==> src/rtl/uds_loader_if.sv <==
// uds_loader_if
//   Bundles the loader's ROM read port, UDS bank write port, firmware mode
//   input and status outputs.
//   master : the loader (drives rom_req/rom_addr, uds_*, busy/done/error)
//   slave  : the ROM / bank / firmware side
interface uds_loader_if;
  logic        fw_app_mode;
  logic        rom_req;
  logic [7:0]  rom_addr;
  logic        rom_ack;
  logic [31:0] rom_rdata;
  logic        uds_we;
  logic [2:0]  uds_waddr;
  logic [31:0] uds_wdata;
  logic        busy;
  logic        done;
  logic        error;

  modport master (
    input  fw_app_mode, rom_ack, rom_rdata,
    output rom_req, rom_addr, uds_we, uds_waddr, uds_wdata, busy, done, error
  );

  modport slave (
    output fw_app_mode, rom_ack, rom_rdata,
    input  rom_req, rom_addr, uds_we, uds_waddr, uds_wdata, busy, done, error
  );
endinterface

==> src/rtl/uds_loader.sv <==
// uds_loader
//   One-shot boot loader: after reset, reads NUM_WORDS words from the secret
//   ROM starting at ROM_BASE and writes them into the UDS register bank, then
//   locks in DONE or ERROR until the next reset.
// Ports
//   clk    : system clock
//   reset  : asynchronous, active-high reset
//   bus    : uds_loader_if.master (ROM read port, UDS write port,
//            fw_app_mode abort input, busy/done/error status)
// Configuration
//   UDS_LOADER_CHECK_EN : when defined, an XOR of all loaded words is compared
//   against one extra ROM word at ROM_BASE+NUM_WORDS; on mismatch the bank is
//   scrubbed with zeros and the loader ends in ERROR.
module uds_loader #(
  parameter int         NUM_WORDS = 8,
  parameter logic [7:0] ROM_BASE  = 8'h00,
  parameter int         TIMEOUT   = 255
) (
  input  logic          clk,
  input  logic          reset,
  uds_loader_if.master  bus
);

  typedef enum logic [3:0] {
    IDLE, REQ, WAIT, WRITE, CHECK, CHK_WAIT, SCRUB, DONE, ERROR
  } state_e;

  localparam logic [2:0] LAST_IDX = 3'(NUM_WORDS - 1);
  // WAIT gives up once TIMEOUT cycles have passed without an ack
  localparam logic [7:0] TMO_LAST = 8'(TIMEOUT - 1);
  localparam logic [7:0] CHK_ADDR = ROM_BASE + 8'(NUM_WORDS);

  state_e      state_q, state_d;
  logic [2:0]  idx_q,   idx_d;
  logic [7:0]  timer_q, timer_d;
  logic [31:0] data_q,  data_d;
`ifdef UDS_LOADER_CHECK_EN
  logic [31:0] acc_q,   acc_d;
`endif

  logic        rom_req_o;
  logic [7:0]  rom_addr_o;
  logic        uds_we_o;
  logic [2:0]  uds_waddr_o;
  logic [31:0] uds_wdata_o;
  logic        busy_o, done_o, error_o;
  logic [7:0]  word_addr;

  assign word_addr = ROM_BASE + {5'd0, idx_q};

  always_comb begin
    state_d     = state_q;
    idx_d       = idx_q;
    timer_d     = timer_q;
    data_d      = data_q;
`ifdef UDS_LOADER_CHECK_EN
    acc_d       = acc_q;
`endif
    rom_req_o   = 1'b0;
    rom_addr_o  = 8'h00;
    uds_we_o    = 1'b0;
    uds_waddr_o = 3'd0;
    uds_wdata_o = 32'h0;
    busy_o      = 1'b0;
    done_o      = 1'b0;
    error_o     = 1'b0;

    case (state_q)
      IDLE: state_d = REQ;
      REQ: begin
        busy_o     = 1'b1;
        rom_req_o  = 1'b1;
        rom_addr_o = word_addr;
        timer_d    = 8'd0;
        state_d    = WAIT;
      end
      WAIT: begin
        busy_o     = 1'b1;
        rom_req_o  = 1'b1;
        rom_addr_o = word_addr;
        timer_d    = timer_q + 8'd1;
        if (bus.rom_ack) begin
          data_d  = bus.rom_rdata;
          state_d = WRITE;
        end else if (timer_q == TMO_LAST) begin
          state_d = ERROR;
        end
      end
      WRITE: begin
        busy_o      = 1'b1;
        uds_we_o    = 1'b1;
        uds_waddr_o = idx_q;
        uds_wdata_o = data_q;
`ifdef UDS_LOADER_CHECK_EN
        acc_d       = acc_q ^ data_q;
`endif
        if (idx_q == LAST_IDX) begin
`ifdef UDS_LOADER_CHECK_EN
          state_d = CHECK;
`else
          state_d = DONE;
`endif
        end else begin
          idx_d   = idx_q + 3'd1;
          state_d = REQ;
        end
      end
`ifdef UDS_LOADER_CHECK_EN
      CHECK: begin
        busy_o     = 1'b1;
        rom_req_o  = 1'b1;
        rom_addr_o = CHK_ADDR;
        timer_d    = 8'd0;
        state_d    = CHK_WAIT;
      end
      CHK_WAIT: begin
        busy_o     = 1'b1;
        rom_req_o  = 1'b1;
        rom_addr_o = CHK_ADDR;
        timer_d    = timer_q + 8'd1;
        if (bus.rom_ack) begin
          if (bus.rom_rdata == acc_q) begin
            state_d = DONE;
          end else begin
            idx_d   = 3'd0;
            state_d = SCRUB;
          end
        end else if (timer_q == TMO_LAST) begin
          state_d = ERROR;
        end
      end
      // Zero every bank word so a corrupted image is never left in place
      SCRUB: begin
        busy_o      = 1'b1;
        uds_we_o    = 1'b1;
        uds_waddr_o = idx_q;
        if (idx_q == LAST_IDX) state_d = ERROR;
        else                   idx_d   = idx_q + 3'd1;
      end
`endif
      DONE:    done_o  = 1'b1;
      ERROR:   error_o = 1'b1;
      default: state_d = ERROR;
    endcase

    // Firmware leaving boot mode kills an unfinished load, even over an ack
    if (bus.fw_app_mode && state_q != DONE && state_q != ERROR)
      state_d = ERROR;

    // Never keep a secret word around once the loader has locked
    if (state_d == DONE || state_d == ERROR)
      data_d = 32'h0;
  end

  always_ff @(posedge clk or posedge reset) begin
    if (reset) begin
      state_q <= IDLE;
      idx_q   <= 3'd0;
      timer_q <= 8'd0;
      data_q  <= 32'h0;
`ifdef UDS_LOADER_CHECK_EN
      acc_q   <= 32'h0;
`endif
    end else begin
      state_q <= state_d;
      idx_q   <= idx_d;
      timer_q <= timer_d;
      data_q  <= data_d;
`ifdef UDS_LOADER_CHECK_EN
      acc_q   <= acc_d;
`endif
    end
  end

  assign bus.rom_req   = rom_req_o;
  assign bus.rom_addr  = rom_addr_o;
  assign bus.uds_we    = uds_we_o;
  assign bus.uds_waddr = uds_waddr_o;
  assign bus.uds_wdata = uds_wdata_o;
  assign bus.busy      = busy_o;
  assign bus.done      = done_o;
  assign bus.error     = error_o;

endmodule

==> src/flat_wrapper.sv <==
// flat-port wrapper written by rule: the top's interface ports become plain ports
module uds_loader_flat 
#(
  parameter int         NUM_WORDS = 8,
  parameter logic [7:0] ROM_BASE  = 8'h00,
  parameter int         TIMEOUT   = 255
)
  (clk, reset, bus_fw_app_mode, bus_rom_ack, bus_rom_rdata, bus_rom_req, bus_rom_addr, bus_uds_we, bus_uds_waddr, bus_uds_wdata, bus_busy, bus_done, bus_error);
  uds_loader_if bus_i ();
  input  logic clk;
  input  logic reset;
  input wire logic [$bits(bus_i.fw_app_mode)-1:0] bus_fw_app_mode;
  input wire logic [$bits(bus_i.rom_ack)-1:0] bus_rom_ack;
  input wire logic [$bits(bus_i.rom_rdata)-1:0] bus_rom_rdata;
  output wire logic [$bits(bus_i.rom_req)-1:0] bus_rom_req;
  output wire logic [$bits(bus_i.rom_addr)-1:0] bus_rom_addr;
  output wire logic [$bits(bus_i.uds_we)-1:0] bus_uds_we;
  output wire logic [$bits(bus_i.uds_waddr)-1:0] bus_uds_waddr;
  output wire logic [$bits(bus_i.uds_wdata)-1:0] bus_uds_wdata;
  output wire logic [$bits(bus_i.busy)-1:0] bus_busy;
  output wire logic [$bits(bus_i.done)-1:0] bus_done;
  output wire logic [$bits(bus_i.error)-1:0] bus_error;
  assign bus_i.fw_app_mode = bus_fw_app_mode;
  assign bus_i.rom_ack = bus_rom_ack;
  assign bus_i.rom_rdata = bus_rom_rdata;
  assign bus_rom_req = bus_i.rom_req;
  assign bus_rom_addr = bus_i.rom_addr;
  assign bus_uds_we = bus_i.uds_we;
  assign bus_uds_waddr = bus_i.uds_waddr;
  assign bus_uds_wdata = bus_i.uds_wdata;
  assign bus_busy = bus_i.busy;
  assign bus_done = bus_i.done;
  assign bus_error = bus_i.error;
  uds_loader #(.NUM_WORDS(NUM_WORDS), .ROM_BASE(ROM_BASE), .TIMEOUT(TIMEOUT)) u_core (.clk(clk), .reset(reset), .bus(bus_i));
endmodule
==> config.mk <==
export PLATFORM = sky130hd
export DESIGN_NAME = uds_loader_flat
export DESIGN_NICKNAME = d
export VERILOG_FILES = /design/src/rtl/uds_loader_if.sv /design/src/rtl/uds_loader.sv /design/src/flat_wrapper.sv
export SDC_FILE = /design/constraint.sdc
export NUM_CORES = 1
export LEC_CHECK = 0
export BUFFER_PORTS_ARGS = -buffer_cell sky130_fd_sc_hd__buf_2
export CAP_MARGIN = 20
export CORE_MARGIN = 8
export CORE_UTILIZATION = 45
export CTS_CLUSTER_DIAMETER = 40
export CTS_CLUSTER_SIZE = 16
export DETAILED_ROUTE_END_ITERATION = 8
export PLACE_DENSITY = 0.76
export REMOVE_ABC_BUFFERS = 1
export SYNTH_ARGS = -nofsm -noshare
export SYNTH_HDL_FRONTEND = slang
export SYNTH_SLANG_ARGS = --single-unit
==> constraint.sdc <==
create_clock -name clk -period 2.6 [get_ports clk]
set_input_delay 0 -clock clk [delete_from_list [all_inputs] [get_ports clk]]
set_output_delay 0 -clock clk [all_outputs]
set_load 0.02 [all_outputs]
# After elaboration in Yosys (flattened, before gate mapping)
# Cells that the tools add are included.
# op_classes
addsub	2
eq_ne	11
n_mux	17
bitwise	1
n_reduce_logical	12
# op_table
operator	count
32-bit 2-to-1 mux	4
4-bit one-hot mux with 5 select lines	1
8-bit one-hot mux with 2 select lines	1
4-bit 2-to-1 mux	3
3-bit 2-to-1 mux	3
8-bit by 1-bit adder with 8-bit output (second input constant)	1
4-bit by 2-bit == test with 1-bit output (second input constant)	2
4-bit by 3-bit == test with 1-bit output (second input constant)	2
4-bit == test (second input constant)	2
8-bit == test (second input constant)	1
2-bit nonzero test	3
1-bit 2-to-1 mux	5
4-bit by 1-bit == test with 1-bit output (second input constant)	1
4-bit zero test	1
4-bit by 3-bit inequality test with 1-bit output (second input constant)	1
4-bit inequality test (second input constant)	1
2-bit AND reduction	2
2-bit OR reduction	2
3-bit by 1-bit adder with 3-bit output (second input constant)	1
3-bit == test (second input constant)	1
3-bit OR reduction	1
1-bit logical AND	2
1-bit logical OR	1
1-bit inverter	1
# word_totals
ff_bits	47
out_inout_bits	48
elab_cells	47

# Depth between registers and ports, before layout
# depth
ltp_word	9
ltp_mapped	6
ltp_nobuf	5

# Worst setup path before layout
# Ideal clock, no wire load.
# synth_path
path_kind	register to register
start	register u_core.state_q[0]
end	register u_core.timer_q[6]
setup_ps	69
t_arrival_ps	1740
required_time_ps	2531
slack_ps	791
stages_incl_launch_ff	6
n_path_buf	2
period_less_slack_ps	1809
path_cell_list	dfrtp_1 > buf_6 > or4b_4 > buf_6 > or4_1 > nand3_1
# synth_between
elab_chain_len	2
# synth_lines
element	line_no	rtl
start: declaration	uds_loader.sv:33	state_e state_q, state_d;
start signal: assignment	uds_loader.sv:165	state_q <= state_d;
4-bit by 2-bit == test with 1-bit output / 4-bit by 1-bit == test with 1-bit output (equally long branches)	uds_loader.sv:68	case (state_q)
8-bit one-hot mux with 2 select lines / 2-bit nonzero test (equally long branches)	n/a	
end signal: assignment	uds_loader.sv:167	timer_q <= timer_d;
end: declaration	uds_loader.sv:35	logic [7:0] timer_q, timer_d;
# Several ways; a longest one is shown, not always the timed one.
# A chain may end at the register's enable or synchronous reset.

# Worst setup path after layout
# layout_path
start	register u_core.idx_q[0]
end	register u_core.data_q[21]
# layout_between
elab_chain_len	8
# layout_lines
element	line_no	rtl
start: declaration	uds_loader.sv:34	logic [2:0] idx_q, idx_d;
start signal: assignment	uds_loader.sv:166	idx_q <= idx_d;
3-bit == test *	uds_loader.sv:97	if (idx_q == LAST_IDX) begin
3-bit 2-to-1 mux *	uds_loader.sv:97	
4-bit one-hot mux with 5 select lines *	uds_loader.sv:68	
4-bit 2-to-1 mux *	uds_loader.sv:147	if (bus.fw_app_mode && state_q != DONE && state_q != ERROR)
4-bit by 3-bit == test with 1-bit output / 4-bit == test (equally long branches)	uds_loader.sv:151	if (state_d == DONE || state_d == ERROR)
1-bit logical OR *	uds_loader.sv:151	
2-bit nonzero test (no source line)	n/a	
2-bit AND reduction (no source line)	n/a	
end signal: assignment	uds_loader.sv:168	data_q <= data_d;
end: declaration	uds_loader.sv:36	logic [31:0] data_q, data_d;
# Every way passes the cells marked *; elsewhere a longest branch is shown, timed or not.

==> impl_metrics.json <==
{
  "cp.required_ns": 2.81,
  "yosysTopAreaCellShare_pct": 44.89,
  "start_kind": "flip-flop",
  "synth.avg_cell_area_um2": 9.066,
  "drc": 0,
  "cp_common_cell": "ha_1",
  "synth_area_um2": 2620,
  "ys_seq_area_share_pct": 44.89,
  "root_buffer": "clkbuf_8",
  "utilization_pct": 63.14,
  "synthToLayoutAreaGrowth_pct": 34.34,
  "synth.yosys.warnings": 0,
  "crit_family": "compound AO/OA/AOI/OAI gates",
  "vias": 2526,
  "grt_start_max_net_pins": 48,
  "post-cts-setup-buffer-count": 0,
  "synth_ff_type": "dfrtp_1",
  "final_antenna_net_count": 0,
  "fmax_mhz": 488.8,
  "grt_pass1_wl_um": 12410,
  "clock_skew_ns": 0.005465,
  "die_area_um2": 8520,
  "core_um2": 5574,
  "insertion_delay_ns": 0.30,
  "drv_slew": 0,
  "ys_ff_latch": 47,
  "worst_pin_slew_ns": 0.7967,
  "path_buf_inv": 1,
  "wl_per_cell_um": 15.92,
  "finalSetupViolCount": 0,
  "rows": 27,
  "tritoncts": "done",
  "layout_commonest_cell": "buf_2",
  "post-place-ws_ns": 0.5707,
  "fillCellCount": 453,
  "die_y_um": 92.31,
  "synthArstFlopShare_pct": 100.0,
  "vdd_drop_max_uv": 259.1,
  "worstPathArrival_ns": 2.25,
  "diodes": 0,
  "viasPerCell": 5.491,
  "crit_chain": "ha_1 -> ha_1 -> a311o_1 -> buf_4 -> a211oi_1",
  "hold_slack_ns": 0.04855,
  "numPortBuffers": 78,
  "synth.area.top_cells": "dfrtp_1, a211oi_1, and2_1",
  "start_util_pct": 47.00,
  "syn_inst": 289,
  "first_global_vias": 2580,
  "dp.final_hpwl_um": 5079,
  "clk_pin_slew_ns": 0.09,
  "synth_edf_count": 0,
  "yosysTopAreaCell": "dfrtp_1",
  "grt_antenna_before_repair": 0,
  "worstSetupPathType": "reg -> reg",
  "fin_ws_ns": 0.5541,
  "period_share_pct": 78.69,
  "drive_gt1_share_pct": 26.03,
  "crit_slowest_cell": "a311o_1",
  "cts_buffer_depth": 2,
  "hold_buffers": 33,
  "power_leakage_nw": 1.570,
  "drt_iter0_markers": 102,
  "cts_buffers": 5,
  "post_cts_resized": 0,
  "cap_viol_max_count": 0,
  "gp_congestion": 0.9024,
  "ctsHtreeMaxLevel": 2,
  "layout_common_cells": "buf_2, dfrtp_1, o21ai_0",
  "period_minus_slack_ns": 2.046,
  "rsz0062_at_grt": "false",
  "die-width_um": 92.31,
  "dr.pass1.iters": 4,
  "boundaryPins": 84,
  "slowest_delay_ns": 0.58,
  "status": "finished, final reports clean",
  "nets": 427,
  "finalHoldViolCount": 0,
  "grt_remaining_overflow": 0,
  "cp_max_fo": 17,
  "powerDensity_nw_per_um2": 418.3,
  "clock_sinks": 47,
  "yosysUniqueCellTypes": 41,
  "track_usage_pct": 17.44,
  "wl_um": 7323,
  "max_slew_margin_pct": 46.83,
  "min_path_type": "in -> reg",
  "end_kind": "flip-flop",
  "tns_ns": 0
}
-- state kept, by name, indices dropped and copies added (netlist names) --
signal          flops
u_core.data_q      32
u_core.timer_q      8
u_core.state_q      4
u_core.idx_q        3
-- routing by layer --
layer | part of all wire [%] | GRT usage [%] | up-vias
li1 | - | - | 1220
met1 | 43 | 22.04 | 1206
met2 | 48 | 27.77 | 86
met3 | 6.6 | 4.762 | 14
met4 | 2.1 | 6.711 | 0
met5 | 0 | 0 | -
-- logic make-up after synthesis --
logic type,share of synthesized area (%)
AO/OA/AOI/OAI,21.44
flip-flops,44.89
buffers and inverters,7.784
other,0.1431
adder cells (fa/ha/maj),1.910
XOR/XNOR,0.6687
AND/OR/NAND/NOR,21.92
multiplexers,1.242
-- area by class of cell --
type | count | area [µm²] | area share (%)
clock buffer | 6 | 72.57 | 2.062
clock inverter | 2 | 60.06 | 1.706
inverter | 10 | 37.54 | 1.066
multi-input combinational | 203 | 1270 | 36.08
sequential | 47 | 1176 | 33.42
tap | 72 | 90.09 | 2.560
timing repair buffer | 120 | 813.3 | 23.11
-- cells in the mapped netlist (2+ instances only) --
| cell type | n |
|---|---|
| and2_1 | 38 |
| nand2_1 | 5 |
| o21ai_0 | 41 |
| buf_2 | 7 |
| inv_1 | 10 |
| buf_6 | 2 |
| a21oi_1 | 2 |
| buf_4 | 5 |
| mux2_2 | 2 |
| clkbuf_1 | 19 |
| nor2_1 | 5 |
| a211oi_1 | 35 |
| nand3_1 | 37 |
| dfrtp_1 | 47 |
| or3_1 | 2 |
| ha_1 | 4 |
| nor3_1 | 4 |
-- final timing paths --
kind	cells past startpoint	startpoint	slack, ns	endpoint
worst max register to register	5	u_core.idx_q[0]	0.55	u_core.data_q[21]
max in group asynchronous	4	reset	1.97	u_core.timer_q[5]
worst min register to register	1	u_core.timer_q[5]	0.52	u_core.timer_q[5]
worst min-delay path	3	bus_fw_app_mode	0.05	u_core.state_q[0]
worst max-delay path	5	u_core.idx_q[0]	0.55	u_core.data_q[21]
min in group asynchronous	3	reset	0.16	u_core.state_q[1]
-- power by group --
| part | switching, mW | internal [mW] |
|---|---|---|
| clock | 0.250 | 0.384 |
| sequential | 0.000505 | 0.731 |
| combinational | 0.0508 | 0.0562 |
-- through the flow --
stage	total power [mW]	cell area, µm²	instances
floorplan	0.7685	2469	260
global placement	0.8105	3037	418
detailed placement	0.8115	3037	418
CTS	1.475	3500	459
global route	1.518	3520	460
finish	1.472	3520	460
-- tightest hold or removal path: cells and delay by family --
kind | cells | cell delay (ns)
compound gates | 2 | 0.21
buf+inv | 1 | 0.11
Power figures use the tool's default switching activity.
